<file path="src/rtl/ctrl_reg_desp.sv">
// rtl/ctrl_reg_desp.sv - command sequencer driving a 4-bit shift/rotate/load register
module ctrl_reg_desp #(
  parameter int WIDTH = 4,
  parameter int CNT_W = 3
) (
  input  logic             clk,
  input  logic             rst_n,
  input  logic             cmd_valid,
  output logic             cmd_ready,
  input  logic [1:0]       cmd_op,
  input  logic             cmd_dir,
  input  logic [CNT_W-1:0] cmd_cnt,
  input  logic [WIDTH-1:0] cmd_data,
  input  logic             ser_in,
  output logic             reg_enb,
  output logic [1:0]       reg_mode,
  output logic             reg_dir,
  output logic             reg_s_in,
  output logic [WIDTH-1:0] reg_d,
  input  logic             reg_s_out,
  output logic             ser_out,
  output logic             ser_out_valid,
  output logic             done,
  output logic             err
);

  typedef enum logic [1:0] {IDLE, EXEC, DONE} state_t;

  localparam logic [1:0] OP_LOAD  = 2'b00;
  localparam logic [1:0] OP_SHIFT = 2'b01;
  localparam logic [1:0] OP_ROT   = 2'b10;
  localparam logic [1:0] OP_RSVD  = 2'b11;

  state_t           state, state_nxt;
  logic [CNT_W-1:0] cnt_q, cnt_nxt, n_cmd;
  logic [1:0]       op_q, op_nxt, mode_nxt;
  logic             dir_nxt, enb_nxt, done_nxt, err_nxt;
  logic [WIDTH-1:0] d_nxt;
  logic             ready_q;
  logic             accept;

  // ready_q keeps cmd_ready low until the first edge after reset release
  assign cmd_ready = (state == IDLE) && ready_q;
  assign accept    = cmd_valid && cmd_ready;
  assign ser_out   = reg_s_out;
  assign reg_s_in  = (state == EXEC && op_q == OP_SHIFT) ? ser_in : 1'b0;

  always_comb begin
    case (cmd_op)
      OP_LOAD:         n_cmd = CNT_W'(1);
      OP_SHIFT, OP_ROT: n_cmd = cmd_cnt;
      default:         n_cmd = '0;
    endcase
  end

  always_comb begin
    state_nxt = state;
    cnt_nxt   = cnt_q;
    op_nxt    = op_q;
    enb_nxt   = 1'b0;
    done_nxt  = 1'b0;
    err_nxt   = 1'b0;
    mode_nxt  = reg_mode;
    dir_nxt   = reg_dir;
    d_nxt     = reg_d;
    case (state)
      IDLE: begin
        if (accept) begin
          op_nxt  = cmd_op;
          cnt_nxt = n_cmd;
          if (cmd_op != OP_RSVD) begin
            mode_nxt = {cmd_op == OP_LOAD, cmd_op == OP_ROT};
            dir_nxt  = cmd_dir;
          end
          if (cmd_op == OP_LOAD) d_nxt = cmd_data;
          if (n_cmd != '0) begin
            state_nxt = EXEC;
            enb_nxt   = 1'b1;
          end else begin
            state_nxt = DONE;
            done_nxt  = 1'b1;
            err_nxt   = (cmd_op == OP_RSVD);
          end
        end
      end
      EXEC: begin
        cnt_nxt = cnt_q - CNT_W'(1);
        if (cnt_q == CNT_W'(1)) begin
          state_nxt = DONE;
          done_nxt  = 1'b1;
        end else begin
          enb_nxt = 1'b1;
        end
      end
      DONE:    state_nxt = IDLE;
      default: state_nxt = IDLE;
    endcase
  end

  always_ff @(posedge clk or negedge rst_n) begin
    if (!rst_n) begin
      state         <= IDLE;
      cnt_q         <= '0;
      op_q          <= '0;
      ready_q       <= 1'b0;
      reg_enb       <= 1'b0;
      reg_mode      <= '0;
      reg_dir       <= 1'b0;
      reg_d         <= '0;
      done          <= 1'b0;
      err           <= 1'b0;
      ser_out_valid <= 1'b0;
    end else begin
      state         <= state_nxt;
      cnt_q         <= cnt_nxt;
      op_q          <= op_nxt;
      ready_q       <= 1'b1;
      reg_enb       <= enb_nxt;
      reg_mode      <= mode_nxt;
      reg_dir       <= dir_nxt;
      reg_d         <= d_nxt;
      done          <= done_nxt;
      err           <= err_nxt;
      // the register's s_out lags one edge behind its enabled shift step
      ser_out_valid <= reg_enb && (reg_mode == 2'b00);
    end
  end

endmodule

</file>
<file path="config.mk">
export PLATFORM = sky130hd
export DESIGN_NAME = ctrl_reg_desp
export DESIGN_NICKNAME = d
export VERILOG_FILES = /design/src/rtl/ctrl_reg_desp.sv
export SDC_FILE = /design/constraint.sdc
export NUM_CORES = 1
export LEC_CHECK = 0
export CAP_MARGIN = 40
export CORE_UTILIZATION = 48
export CTS_CLUSTER_DIAMETER = 120
export DETAILED_ROUTE_END_ITERATION = 10
export GPL_ROUTABILITY_DRIVEN = 0
export GPL_TIMING_DRIVEN = 0
export PLACE_DENSITY = 0.87
export SYNTH_ARGS = -nofsm -noshare
export SYNTH_HDL_FRONTEND = slang
export SYNTH_SLANG_ARGS = --single-unit
</file>
<file path="constraint.sdc">
create_clock -name clk -period 3.91 [get_ports clk]
set_input_delay 0.782 -clock clk [delete_from_list [all_inputs] [get_ports clk]]
set_output_delay 0.782 -clock clk [all_outputs]
set_load 0.01 [all_outputs]
</file>
==> Word level (Yosys, flattened, before mapping) <==
Index checks and enable logic that the tools add are counted.
{ "word_totals": {"regBits": 19, "latch_bits": 0, "ramBits": 0, "rom_bits": 0, "output_inout_bits": 14, "wordCells": 55, "mem_count": 0} }
{ "op_classes": {"n_addsub": 1, "n_mul": 0, "div": 0, "n_lt_le_gt_ge": 0, "n_eq_ne": 9, "shift": 0, "muxes": 19, "bitwise_logic": 0, "reduce_logical": 15} }
{ "ops": {"columns": ["cell", "n"], "rows": [
  ["$pmux W3 S2", 2],
  ["$mux W1", 10],
  ["$eq A2 B1 Y1 const B", 3],
  ["$logic_not A2 Y1", 3],
  ["$mux W2", 3],
  ["$reduce_and A2 Y1", 3],
  ["$reduce_and A3 Y1", 2],
  ["$eq A2 B2 Y1 const B", 2],
  ["$logic_and A1 B1 Y1", 4],
  ["$ne A2 B2 Y1 const B", 2],
  ["$pmux W1 S2", 2],
  ["$pmux W2 S2", 1],
  ["$eq A3 B1 Y1 const B", 1],
  ["$mux W3", 1],
  ["$reduce_bool A3 Y1", 1],
  ["$sub A3 B1 Y3 const B", 1],
  ["$ne A2 B1 Y1 const B", 1],
  ["$reduce_bool A2 Y1", 1],
  ["$reduce_or A2 Y1", 1]
]} }

==> Longest topological paths before layout <==
Gate-level depths: netlist of the first run.
{ "depth": {"word_depth": 7, "depth_mapped": 5, "ltp_nobuf": 5} }

==> Worst setup path after synthesis of the first run <==
No wires, ideal clock.
{ "synth_timing": {"path_type": "input port to output port", "startpoint": "input port ser_in", "endpoint": "output port reg_s_in", "t_arrival_ns": 1.079, "setup_slack_ns": 2.049, "path_stages": 2, "path_buffers": 0, "path_cell_list": "nand2_1 nor3_1"} }
{ "synth_via": {"elab_chain_len": 1} }
{ "synth_rtl": {"columns": ["element", "line", "source"], "rows": [
  ["from (decl)", "14", "input logic ser_in,"],
  ["$mux W1", "46", "assign reg_s_in = (state == EXEC && op_q == OP_SHIFT) ? ser_in : 1'b0;"],
  ["to (decl)", "18", "output logic reg_s_in,"]
]} }
No other way between the ends.

==> Worst setup path in the final report of the first run <==
Ends and elaborated chain as after synthesis.

==> key figures, run 1 <==
Pwr
  • Clock power frac: ~12%
  • PD cells: 619 nW/um^2
  • VDD IR-drop max: 332 uV
  • Logic pwr share: 45.5%
  • Internal Power: around 0.00053 W
  • Net Switching: ~0.00026 W
  • Tot Pwr: 0.000786 W
  • Net Sw Frac: 32.5%
  • Sequential share of power: a little over two fifths
  • Leak Pwr: roughly 0.58 nW

GRT
  • Global route total overflow: 0
  • GRT Resource Usage Total: between 20% and 30%
  • Antenna violations before repair: 0
  • First-pass GRT wire length: approximately 3000 um
  • Largest net degree at the start of global routing: 20
  • Vias in the first global route: 689

Synth
  • Sequential area share after synthesis: a little over 50%
  • Post-synthesis simple-gate area fraction: between 10% and 20%
  • Adder-cell share of the synthesized area: approximately 8.0%
  • Yosys warning count: 0
  • XOR/XNOR share of the synthesized area: 0%
  • Mean Syn Cell Area: 12.4 sq um
  • Top_reg_cell synth: dfrtp_1
  • Area leader, netlist: dfrtp_1
  • Synth Instances: 76
  • Synth async-reset ratio: 100%
  • Post-synthesis net count: between 90 and 100
  • Yosys reg bits: 19
  • Largest family of logic cells by synthesized area: simple AND/OR/NAND/NOR gates
  • Mux cell area share after synthesis: under 10%
  • EDFF count, synth: 0
  • Synth cell types: 27
  • Synth Cell Area: approximately 940 sq um
  • Post-synth top area share: 50.5%
  • Synth area leaders: dfrtp_1 50%, ha_1 8.0%, mux2_4 6.4%, mux2_2 3.6%, nand4bb_4 2.9%
  • Compound-Gate Fraction of Synth Area: approximately an eighth

Worst setup path
  • Worst Path Arrival: ~2 ns
  • CP peak stage delay: roughly 0.57 ns
  • Worst path cell trace: clkdlybuf4s50_1, nand2_1, nor3_1, clkdlybuf4s50_1
  • Largest fanout on the critical path: 1
  • Worst reg2reg setup slack: ~2.5 ns
  • Worst endpoint required time: 3.13 ns
  • Most used cell, CP: clkdlybuf4s50_1
  • Nature of the critical path endpoint: output port
  • Crit path kind: primary input to output port
  • Slowest CP cell: clkdlybuf4s50_1
  • Critical Path Source Type: primary input

Routing
  • Vias post-DR: 700
  • Wire length per cell: between 10 and 15 um
  • DRC: 0
  • Post-Route WL: between 1500 and 2000 um
  • Drt via density: 5.30
  • Routed Antenna Nets: 0
  • Drt first pass iters: 4
  • DR iter-0 viols: 15

Final layout
  • Nets: about 130
  • Synth-to-Final Area Change: 34.8%
  • Most frequent cells in the layout: 27 x clkdlybuf4s50_1, 19 x dfrtp_1, 6 x inv_1, 6 x ha_1, 5 x o21ai_0
  • Commonest non-fill, non-tap cell in the layout: clkdlybuf4s50_1
  • Filler cells: about 140
  • # diodes: 0
  • Layout cells sized above 1: 15.0%

STA
  • RSZ-0062 raised after global routing: no
  • Max-slew violations: 0
  • Fmax: 355 MHz
  • Worst clock skew: between 0.0009 and 0.001 ns
  • Setup_tns: 0 ns
  • Minimum clock period: approximately 2.8 ns
  • Slew margin rel.: between 40% and 50%
  • Slew @ Worst Pin: 0.851 ns
  • Hold Vio Cnt, Final: 0
  • Worst setup margin: 1.10 ns
  • Final setup viols: 0
  • Tcrit/Tclk final: between 70% and 80%
  • Worst Hold Margin: ~0.46 ns

Floorplanning
  • IO Pins: 29
  • Die ar.: 2140 sq um
  • Starting density of the core: between 50 and 60%
  • Die span in y: about 46 um
  • Core area: ~1800 sq um
  • Row Count: 15
  • Die W: approximately 46 um

Clocking
  • Clock tree buffer depth: 2
  • Htree depth: 1
  • Post CTS Setup Buffer Count: 0
  • Clk_lat worst skew: 0.28 ns
  • TritonCTS clock tree: done
  • CTS buffer count: 3
  • Cts hold-fix bufs: 0
  • Sink Count: 19
  • Root Driver: clkbuf_4
  • Reg clk slew, reported paths: 0.10 ns
  • Post-cts sizing count: 0

Place
  • Dpl ws: approximately 1.1 ns
  • # port buffers: 27
  • DP Wirelength: 1440 um

Hold path
  • Worst min path class: flip-flop to flip-flop

Flow run
  • Max-cap violations: 0

Outcome
  • Status: finished clean
## cell usage after synthesis, types with 2 or more instances
| library cell | count |
|---|---|
| dfrtp_1 | 19 |
| o21ai_0 | 5 |
| mux2_4 | 4 |
| a21oi_1 | 4 |
| mux2_2 | 3 |
| nand2_1 | 3 |
| inv_1 | 6 |
| nor3_1 | 3 |
| a211oi_1 | 3 |
| ha_1 | 6 |
| a221o_1 | 2 |
| nor3b_1 | 2 |
| nor2b_1 | 2 |
## registers in the layout (all words and copies together) (netlist names)
signal         flops
cnt_q              3
done               1
err                1
op_q               2
ready_q            1
reg_d              4
reg_dir            1
reg_enb            1
reg_mode           2
ser_out_valid      1
state              2
## per-layer routing
layer	GRT usage [%]	up-vias	part of all wire [%]
li1	-	330	-
met1	25.0	337	44
met2	35.0	29	50
met3	2.35	4	4.6
met4	7.06	0	0.80
met5	0	-	0
## cell type report
| class | count | area (sq um) | area share [%] |
|---|---|---|---|
| well taps | 25 | 31.3 | 2.46 |
| flip-flops and latches | 19 | 475 | 37.4 |
| clock buffers | 4 | 26.3 | 2.07 |
| repair buffers | 27 | 270 | 21.3 |
| multi-input cells | 48 | 420 | 33.1 |
| plain buffers | 3 | 23.8 | 1.87 |
| inverters | 6 | 22.5 | 1.77 |
## power groups by stage
| stage | Clock (W) | Combinational [W] | Sequential [W] |
|---|---|---|---|
| 2_1_floorplan | 0 | 0.000174 | 0.000349 |
| 3_3_place_gp | 0 | 0.000342 | 0.000327 |
| 3_5_place_dp | 0 | 0.000356 | 0.000335 |
| 4_1_cts | 0.0000968 | 0.000360 | 0.000332 |
| 5_1_grt | 0.000108 | 0.000394 | 0.000342 |
| 6_report | 0.0000961 | 0.000357 | 0.000332 |
## cells by family after synthesis
| kind of cell | count (synthesis) |
|---|---|
| AOI/OAI and AO/OA | 17 |
| adders and majority gates | 6 |
| buffers and inverters | 9 |
| DFF | 19 |
| muxes | 7 |
| other | 1 |
| and+or+nand+nor | 17 |
## through the flow
stage          cell area, sq um  cells  utilization (%)
3_3_place_gp               1240    128             69.8
3_5_place_dp               1240    128             69.8
6_report                   1270    132             71.2
4_1_cts                    1270    132             71.2
2_1_floorplan               942     76                -
5_1_grt                    1270    132             71.2
## final timing paths
path                        startpoint             to  depth (start not counted)
max reg2reg                   state[0]       reg_d[2]                          4
min                        reg_mode[1]  ser_out_valid                          1
min reg2reg                reg_mode[1]  ser_out_valid                          1
min in group asynchronous        rst_n        ready_q                          1
max in group asynchronous        rst_n  ser_out_valid                          1
max                             ser_in       reg_s_in                          4
## worst max-delay path, delay by kind of cell
family	cells	cell delay, ns
simple gates	2	0.21
buf+inv	2	1.04
Power figures use the tool's default switching activity.
==> inputs of run 2 (changes only) <==
- CORE_UTILIZATION: 48 -> 45
- PLACE_DENSITY: 0.87 -> 0.82
- clock period: 3.91 -> 2.6 ns (I/O delays scaled with it)
==> key figures, run 2 (synthesis gave the netlist of run 1 again) <==
Place
  • Dpl ws: between 0.3 and 0.4 ns
  • # port buffers: 27
  • DP Wirelength: 1360 um
  • Placed Instances: 130

Routing
  • Post-Route WL: approximately 1700 um
  • Vias post-DR: ~690
  • Drt first pass iters: 4
  • Wire length per cell: ~13 um
  • Routed Antenna Nets: 0
  • Drt via density: around 5.1
  • DRC: 0
  • DR iter-0 viols: 17

GRT
  • GR Util met3: 1.13%
  • Largest net degree at the start of global routing: 20
  • GR Util met2: around a quarter
  • First-pass GRT wire length: 2580 um
  • Antenna violations before repair: 0
  • GR peak layer: met2
  • Vias in the first global route: 615
  • Met1 GRT Util: a little under a quarter
  • GRT Resource Usage Total: ~16%
  • Global route total overflow: 0

STA
  • Worst Hold Margin: between 0.4 and 0.5 ns
  • Worst clock skew: just under 0.006 ns
  • RSZ-0062 raised after global routing: no
  • Slew @ Worst Pin: approximately 0.84 ns
  • Final setup viols: 0
  • Minimum clock period: around 2.2 ns
  • Fmax: between 400 and 500 MHz
  • Hold Vio Cnt, Final: 0
  • Max-slew violations: 0
  • Tcrit/Tclk final: a little under nine tenths
  • Setup_tns: 0 ns
  • Slew margin rel.: roughly 44%
  • Worst setup margin: approximately 0.37 ns

Floorplanning
  • Die W: 47.8 um
  • IO Pins: 29
  • Core area: 1960 sq um
  • Die ar.: 2280 sq um
  • Row Count: 16
  • Starting density of the core: between 40% and 50%
  • Die span in y: between 40 and 50 um

Pwr
  • VDD IR-drop max: around 500 uV
  • PD cells: roughly 900 nW/um^2
  • Leak Pwr: slightly below 0.6 nW
  • Tot Pwr: 0.00117 W

Hold path
  • Worst min path class: flip-flop to flip-flop

Final layout
  • Synth-to-Final Area Change: 35.1%
  • Top flop regs: reg_d (4), cnt_q (3)
  • Commonest non-fill, non-tap cell in the layout: clkdlybuf4s50_1
  • Top reg by flops: reg_d
  • Nets: roughly 130
  • Most frequent cells in the layout: 27 x clkdlybuf4s50_1, 19 x dfrtp_1, 6 x inv_1, 6 x ha_1, 5 x o21ai_0
  • Final Instance Count excl. Fillers: 134
  • Max reg flops: 4
  • # diodes: 0
  • Layout cells sized above 1: around 15%

Clocking
  • TritonCTS clock tree: done
  • Sink Count: 19
  • Clock tree buffer depth: 2
  • CTS buffer count: 3
  • Cts hold-fix bufs: 0
  • Post CTS Setup Buffer Count: 0
  • Htree depth: 1
  • Root Driver: clkbuf_4
  • Post-cts sizing count: 0
  • Reg clk slew, reported paths: roughly 0.11 ns
  • Clk_lat worst skew: between 0.2 and 0.3 ns

Worst setup path
  • Worst Setup EP: reg_s_in
  • R2R cell count: 3
  • Nature of the critical path endpoint: output port
  • Worst reg2reg startpoint: state[0]
  • Worst reg2reg setup slack: roughly 1.2 ns
  • Worst Setup SP: ser_in
  • Worst endpoint required time: roughly 2.1 ns
  • Worst Path Arrival: ~1.7 ns
  • Critical Path Source Type: primary input
  • Largest fanout on the critical path: 1
  • Worst R2R End: reg_dir
  • Crit path kind: primary input to output port

Outcome
  • Status: finished clean

Flow run
  • Max-cap violations: 0
==> run 2: cell counts in the layout (fill, tap and decap cells not counted) <==
Identical to the previous run, type by type.
==> run 2: worst min-delay path by stage <==
stage | start | endpoint | slack (ns) | depth (start not counted)
2_1_floorplan | rst_n | cnt_q[0] | 0.22 | 0
3_3_place_gp | reg_mode[0] | ser_out_valid | 0.44 | 1
3_5_place_dp | reg_mode[0] | ser_out_valid | 0.45 | 1
4_1_cts | reg_mode[0] | ser_out_valid | 0.47 | 1
5_1_grt | reg_mode[1] | ser_out_valid | 0.49 | 1
6_report | reg_mode[0] | ser_out_valid | 0.46 | 1
==> run 2: routing by layer <==
layer  vias up  routed length, um
met3         0                 58
met1       334                822
met5         -                  0
li1        331                  -
met2        20                855
met4         0                  0
==> run 2: area by class of cell <==
type | count | area [sq um]
buffer | 3 | 23.8
inverter | 6 | 22.5
clock buffer | 4 | 26.3
fill | 182 | 689
sequential | 19 | 475
tap | 27 | 33.8
multi-input combinational | 48 | 420
timing repair buffer | 27 | 270
==> run 2: stage by stage <==
step                      utilization (%)  instance area, sq um
after floorplan                         -                   942
after global placement               63.5                  1250
after detailed placement             63.5                  1250
after CTS                            64.9                  1270
after global routing                 64.9                  1270
final                                64.9                  1270
==> run 2: where the power goes <==
group | internal, W | switching, W | leakage, nW | total [W]
clock network | 0.0000596 | 0.0000859 | 0.0150 | 0.000145
registers | 0.000419 | 0.0000742 | 0.236 | 0.000493
logic | 0.000319 | 0.000210 | 0.331 | 0.000529
==> run 2: critical path, stage by stage <==
cell and delay, ns:
clkdlybuf4s50_1 0.46, nand2_1 0.05, nor3_1 0.13, clkdlybuf4s50_1 0.56
